## config.mk

```make
export PLATFORM = sky130hd
export DESIGN_NAME = muldiv_controller
export DESIGN_NICKNAME = d
export VERILOG_FILES = /design/src/rtl/muldiv_controller.sv
export SDC_FILE = /design/constraint.sdc
export NUM_CORES = 1
export LEC_CHECK = 0
export ABC_AREA = 1
export CAP_MARGIN = 30
export CORE_MARGIN = 5
export CORE_UTILIZATION = 45
export CTS_CLUSTER_SIZE = 28
export DETAILED_ROUTE_END_ITERATION = 6
export PLACE_DENSITY = 0.77
export SLEW_MARGIN = 20
export SYNTH_ARGS = -nofsm -noshare
export SYNTH_HDL_FRONTEND = slang
export SYNTH_SLANG_ARGS = --single-unit
```

## constraint.sdc

```tcl
create_clock -name CLK -period 1.9 [get_ports CLK]
set_input_delay 0.38 -clock CLK [delete_from_list [all_inputs] [get_ports CLK]]
set_output_delay 0.38 -clock CLK [all_outputs]
set_load 0.02 [all_outputs]
```

## src/rtl/muldiv_controller.sv

```systemverilog
// Iterative 32x32 multiply / divide sequencer (shift-add, restoring divide).
// Define MULDIV_SIGNED_EN to add signed operands via a one-cycle FIX state.
module muldiv_controller (
    input  logic        CLK,
    input  logic        rst,
    input  logic        start,
    input  logic        op_div,
    input  logic        signed_op,
    input  logic [31:0] a,
    input  logic [31:0] b,
    output logic        busy,
    output logic        done,
    output logic        div_by_zero,
    output logic [31:0] hi,
    output logic [31:0] lo,
    output logic [2:0]  st
);

`ifdef MULDIV_SIGNED_EN
    localparam bit SGN_EN = 1'b1;
`else
    localparam bit SGN_EN = 1'b0;
`endif

    typedef enum logic [2:0] {
        IDLE = 3'd0,
        MUL  = 3'd1,
        DIV  = 3'd2,
        FIX  = 3'd3,
        DONE = 3'd4
    } state_t;

    state_t      state;
    logic [63:0] acc;
    logic [31:0] opb;
    logic [5:0]  cnt;
    logic        is_div;
    logic        is_sgn;
    logic        neg_q;
    logic        neg_r;
    logic        dbz;

    logic        sgn_req;
    logic [31:0] abs_a;
    logic [31:0] abs_b;
    logic [32:0] mul_sum;
    logic [33:0] div_diff;
    logic        last;
    state_t      fin;

    always_comb begin
        sgn_req  = SGN_EN && signed_op;
        abs_a    = (sgn_req && a[31]) ? -a : a;
        abs_b    = (sgn_req && b[31]) ? -b : b;
        mul_sum  = {1'b0, acc[63:32]} + {1'b0, opb};
        // 34 bits: the shifted remainder can reach 33 bits before subtracting
        div_diff = {1'b0, acc[63:31]} - {2'b00, opb};
        last     = (cnt == 6'd31);
        fin      = is_sgn ? FIX : DONE;
        busy     = (state != IDLE);
        st       = state;
    end

    always_ff @(posedge CLK) begin
        if (rst) begin
            state       <= IDLE;
            acc         <= '0;
            opb         <= '0;
            cnt         <= '0;
            is_div      <= 1'b0;
            is_sgn      <= 1'b0;
            neg_q       <= 1'b0;
            neg_r       <= 1'b0;
            dbz         <= 1'b0;
            done        <= 1'b0;
            div_by_zero <= 1'b0;
            hi          <= '0;
            lo          <= '0;
        end else begin
            done <= 1'b0;
            unique case (state)
                IDLE: begin
                    if (start) begin
                        cnt    <= '0;
                        is_div <= op_div;
                        is_sgn <= sgn_req;
                        neg_q  <= sgn_req && (a[31] ^ b[31]);
                        neg_r  <= sgn_req && a[31];
                        dbz    <= 1'b0;
                        if (op_div && b == 32'd0) begin
                            acc   <= {a, 32'hFFFF_FFFF};
                            opb   <= b;
                            dbz   <= 1'b1;
                            state <= DONE;
                        end else if (op_div) begin
                            acc   <= {32'd0, abs_a};
                            opb   <= abs_b;
                            state <= DIV;
                        end else begin
                            acc   <= {32'd0, abs_b};
                            opb   <= abs_a;
                            state <= MUL;
                        end
                    end
                end
                MUL: begin
                    if (acc[0])
                        acc <= {mul_sum, acc[31:1]};
                    else
                        acc <= {1'b0, acc[63:1]};
                    cnt <= cnt + 6'd1;
                    if (last)
                        state <= fin;
                end
                DIV: begin
                    if (!div_diff[33])
                        acc <= {div_diff[31:0], acc[30:0], 1'b1};
                    else
                        acc <= {acc[62:0], 1'b0};
                    cnt <= cnt + 6'd1;
                    if (last)
                        state <= fin;
                end
                FIX: begin
                    if (!is_div) begin
                        if (neg_q)
                            acc <= -acc;
                    end else begin
                        acc[63:32] <= neg_r ? -acc[63:32] : acc[63:32];
                        acc[31:0]  <= neg_q ? -acc[31:0] : acc[31:0];
                    end
                    state <= DONE;
                end
                DONE: begin
                    hi          <= acc[63:32];
                    lo          <= acc[31:0];
                    div_by_zero <= dbz;
                    done        <= 1'b1;
                    state       <= IDLE;
                end
                default: state <= IDLE;
            endcase
        end
    end

endmodule

```

==> results.ini, run 1 <==
[placed_design]
dp_slack_ns=-0.4918
port_buffers=137
place.gp.congestion=1.083
placed_cells=3024
hpwl_mm=45.94

[setup_path]
cp_num_cells=17
critPathBufInv=4
critPathKind=flop to flop
end_kind=flop
cp.required_ns=2.25
critPathLaunchType=flop
worst-path-max-fanout=13
path_cells=inv_2, ha_4, nand2_4, inv_2, nand2_2, nand2_2, nand2_2, nand3_4, nand2_4, nand2_4, nand2_8, buf_8, nand3_1, nand3_2, nand3_2, nand2_2, inv_1
crit_slowest_cell=dfxtp_4
crit_family=simple AND/OR/NAND/NOR gates
cp_slowest_stage_delay_ns=0.36
r2r_cells=17
crit_path_frequent_cell=nand2_2
arrival_ns=2.50

[timing]
fin_crit_ns=2.148
slew_violations=0
whs_ns=0.3868
fin_skew_ns=0.01607
finalHoldViolations=0
fmax_ghz=0.4656
finalSetupViolations=43
rsz0062_at_grt=yes
maxSlewHeadroom=0.7028
max_slew.worst_pin.slew_ns=0.4334
setup_ws_ns=-0.2476
fin_crit_sh=1.130

[detailed_routing]
drc_errors=0
ant_nets=0
vias=17761
dr.pass1.iters=6
first_iter_violations=2384
routed_wl_mm=62.94
via_per_inst=5.742
wl_per_cell_um=20.35

[yosys]
yosys_warnings=0
ys_seq_elements=172
syn_avg_cell_area_sq_um=5.956
synth_cell_types=44
synth-edff-count=0
synth_area_sq_um=13380
syn_nets=2382
ys_async_sr_fraction=0
yosysSeqAreaShare=0.2574
synth_cells=2246
synth_flop_cell=dfxtp_1

[layout]
area_growth_syn_to_layout_pct=55.94
utilization=0.7076
layout_commonest_cell=nand2_1
final_cells=3093
antennaDiodeCount=0
layout.nets=2826
drive_above_1_share=0.3344
final_cell_mix=nand2_1, inv_1, buf_4, a21oi_1, o21ai_0

[status]
failed_checks=negative setup slack
outcome=finished, violations left

[clocking]
clk_latency_ns=0.46
htree_levels=4
hold_buffers=0
clock_sinks=172
cts_tree=yes
cts_root_buf=clkbuf_16
clk_pin_slew_ns=0.08
clock_path_buffers=2
cts-buffers-inserted=17

[min_path]
min_path_cells=3
hold_path_class=input pin to flop

[floorplanning]
die_y_um=182.4
die_x_um=182.4
ioPinCount=139
core_sq_um=29480
fp.dieArea_sq_um=33280
row_count=63
start_util=0.4538

[power_and_ir_drop]
finalPower_w=0.02051
ir_drop_mv=0.8290
power_density_nw_per_um2=982.9
leakagePower_nw=10.06

[global_routing]
grt_pass1_wl_mm=92.31
grt_pass1_vias=16914
overflow=0
track_usage=0.3493
grt_antenna_before_repair=0
grt_max_degree=84

[run]
cap_violations=0

==> metrics by stage <==
stage | instance area [sq um] | setup TNS (ns)
2_1_floorplan | 13420 | -0.0006701
3_3_place_gp | 17650 | -22.80
3_5_place_dp | 17650 | -26.65
4_1_cts | 19600 | -6.342
5_1_grt | 20860 | -9.580
6_report | 20860 | -6.715
==> flip-flops by register name, indices dropped and copies added, names as in the netlist <==
signal,flops
acc,64
cnt,6
dbz,1
div_by_zero,1
done,1
hi,32
lo,32
opb,32
st,3
==> metal layers <==
metal / GRT usage / share of wire / vias up
li1: - / - / 8094
met1: 0.4602 / 0.39 / 8159
met2: 0.5525 / 0.45 / 1203
met3: 0.06538 / 0.10 / 305
met4: 0.1672 / 0.060 / 0
met5: 0 / 0 / -
==> cell usage after synthesis (all sizes together) (30+ instances only) <==
master  count  share of area
inv       407           0.11
dfxtp     172           0.26
ha         65          0.061
a221oi     30          0.020
a21oi     188          0.070
mux2i      31          0.023
clkbuf     58          0.016
nand2     643           0.18
buf        31          0.014
o21ai     149          0.056
o22ai      32          0.015
nor2      191          0.056
nand3     146          0.056
==> final timing paths <==
check        slack, ns  startpoint      end
max              -0.25      opb[3]  acc[53]
min               0.39      op_div    st[1]
max reg2reg      -0.25      opb[3]  acc[53]
min reg2reg       0.50      cnt[0]   cnt[0]
==> report_power, final <==
part	switching (W)	leakage [nW]	internal (W)
Combinational	0.00704	8.33	0.00526
Clock	0.00183	0.292	0.00188
Sequential	0.000480	1.44	0.00401
Total	0.00935	10.1	0.0112
==> worst register-to-register path, delay by kind of cell (launching register included) <==
family,cells,cell delay (ns)
fa+ha+maj,1,0.22
buf+inv,4,0.36
flops,1,0.36
simple gates,12,1.11
==> cell type report <==
cell class / count / area [sq um]
Inverter: 409 / 1559
Clock inverter: 15 / 172.7
Fill cell: 2374 / 8620
Clock buffer: 17 / 425.4
Sequential cell: 172 / 3582
Tap cell: 390 / 488.0
Multi-Input combinational cell: 1577 / 10140
Timing Repair inverter: 1 / 11.26
Timing Repair Buffer: 512 / 4484
==> kinds of logic after synthesis <==
kind of cell | Yosys count | share of synthesized area
and+or+nand+nor | 1025 | 0.3161
buffers and inverters | 498 | 0.1451
AOI/OAI and AO/OA | 432 | 0.1807
DFF | 172 | 0.2574
adders and majority gates | 67 | 0.06379
muxes | 31 | 0.02320
xor gates and xnor gates | 21 | 0.01375
==> repair_timing <==
action | in CTS | in global routing
resized for setup | 290 | 312
setup buffers | 17 | 17
cloned | 3 | 1
pin swaps | 57 | 93
endpoints found under the setup margin | 45 | 60
Power figures use the tool's default switching activity.
==> run 2, diff against run 1 <==
--- a/config.mk
+++ b/config.mk
@@ -6,6 +6,7 @@
 export NUM_CORES = 1
 export LEC_CHECK = 0
 export ABC_AREA = 1
+export ABC_CLOCK_PERIOD_IN_PS = 1900
 export CAP_MARGIN = 30
 export CORE_MARGIN = 5
 export CORE_UTILIZATION = 45
==> results of run 2 <==
No change in the layout: final DEF, timing and power equal those of run 1.
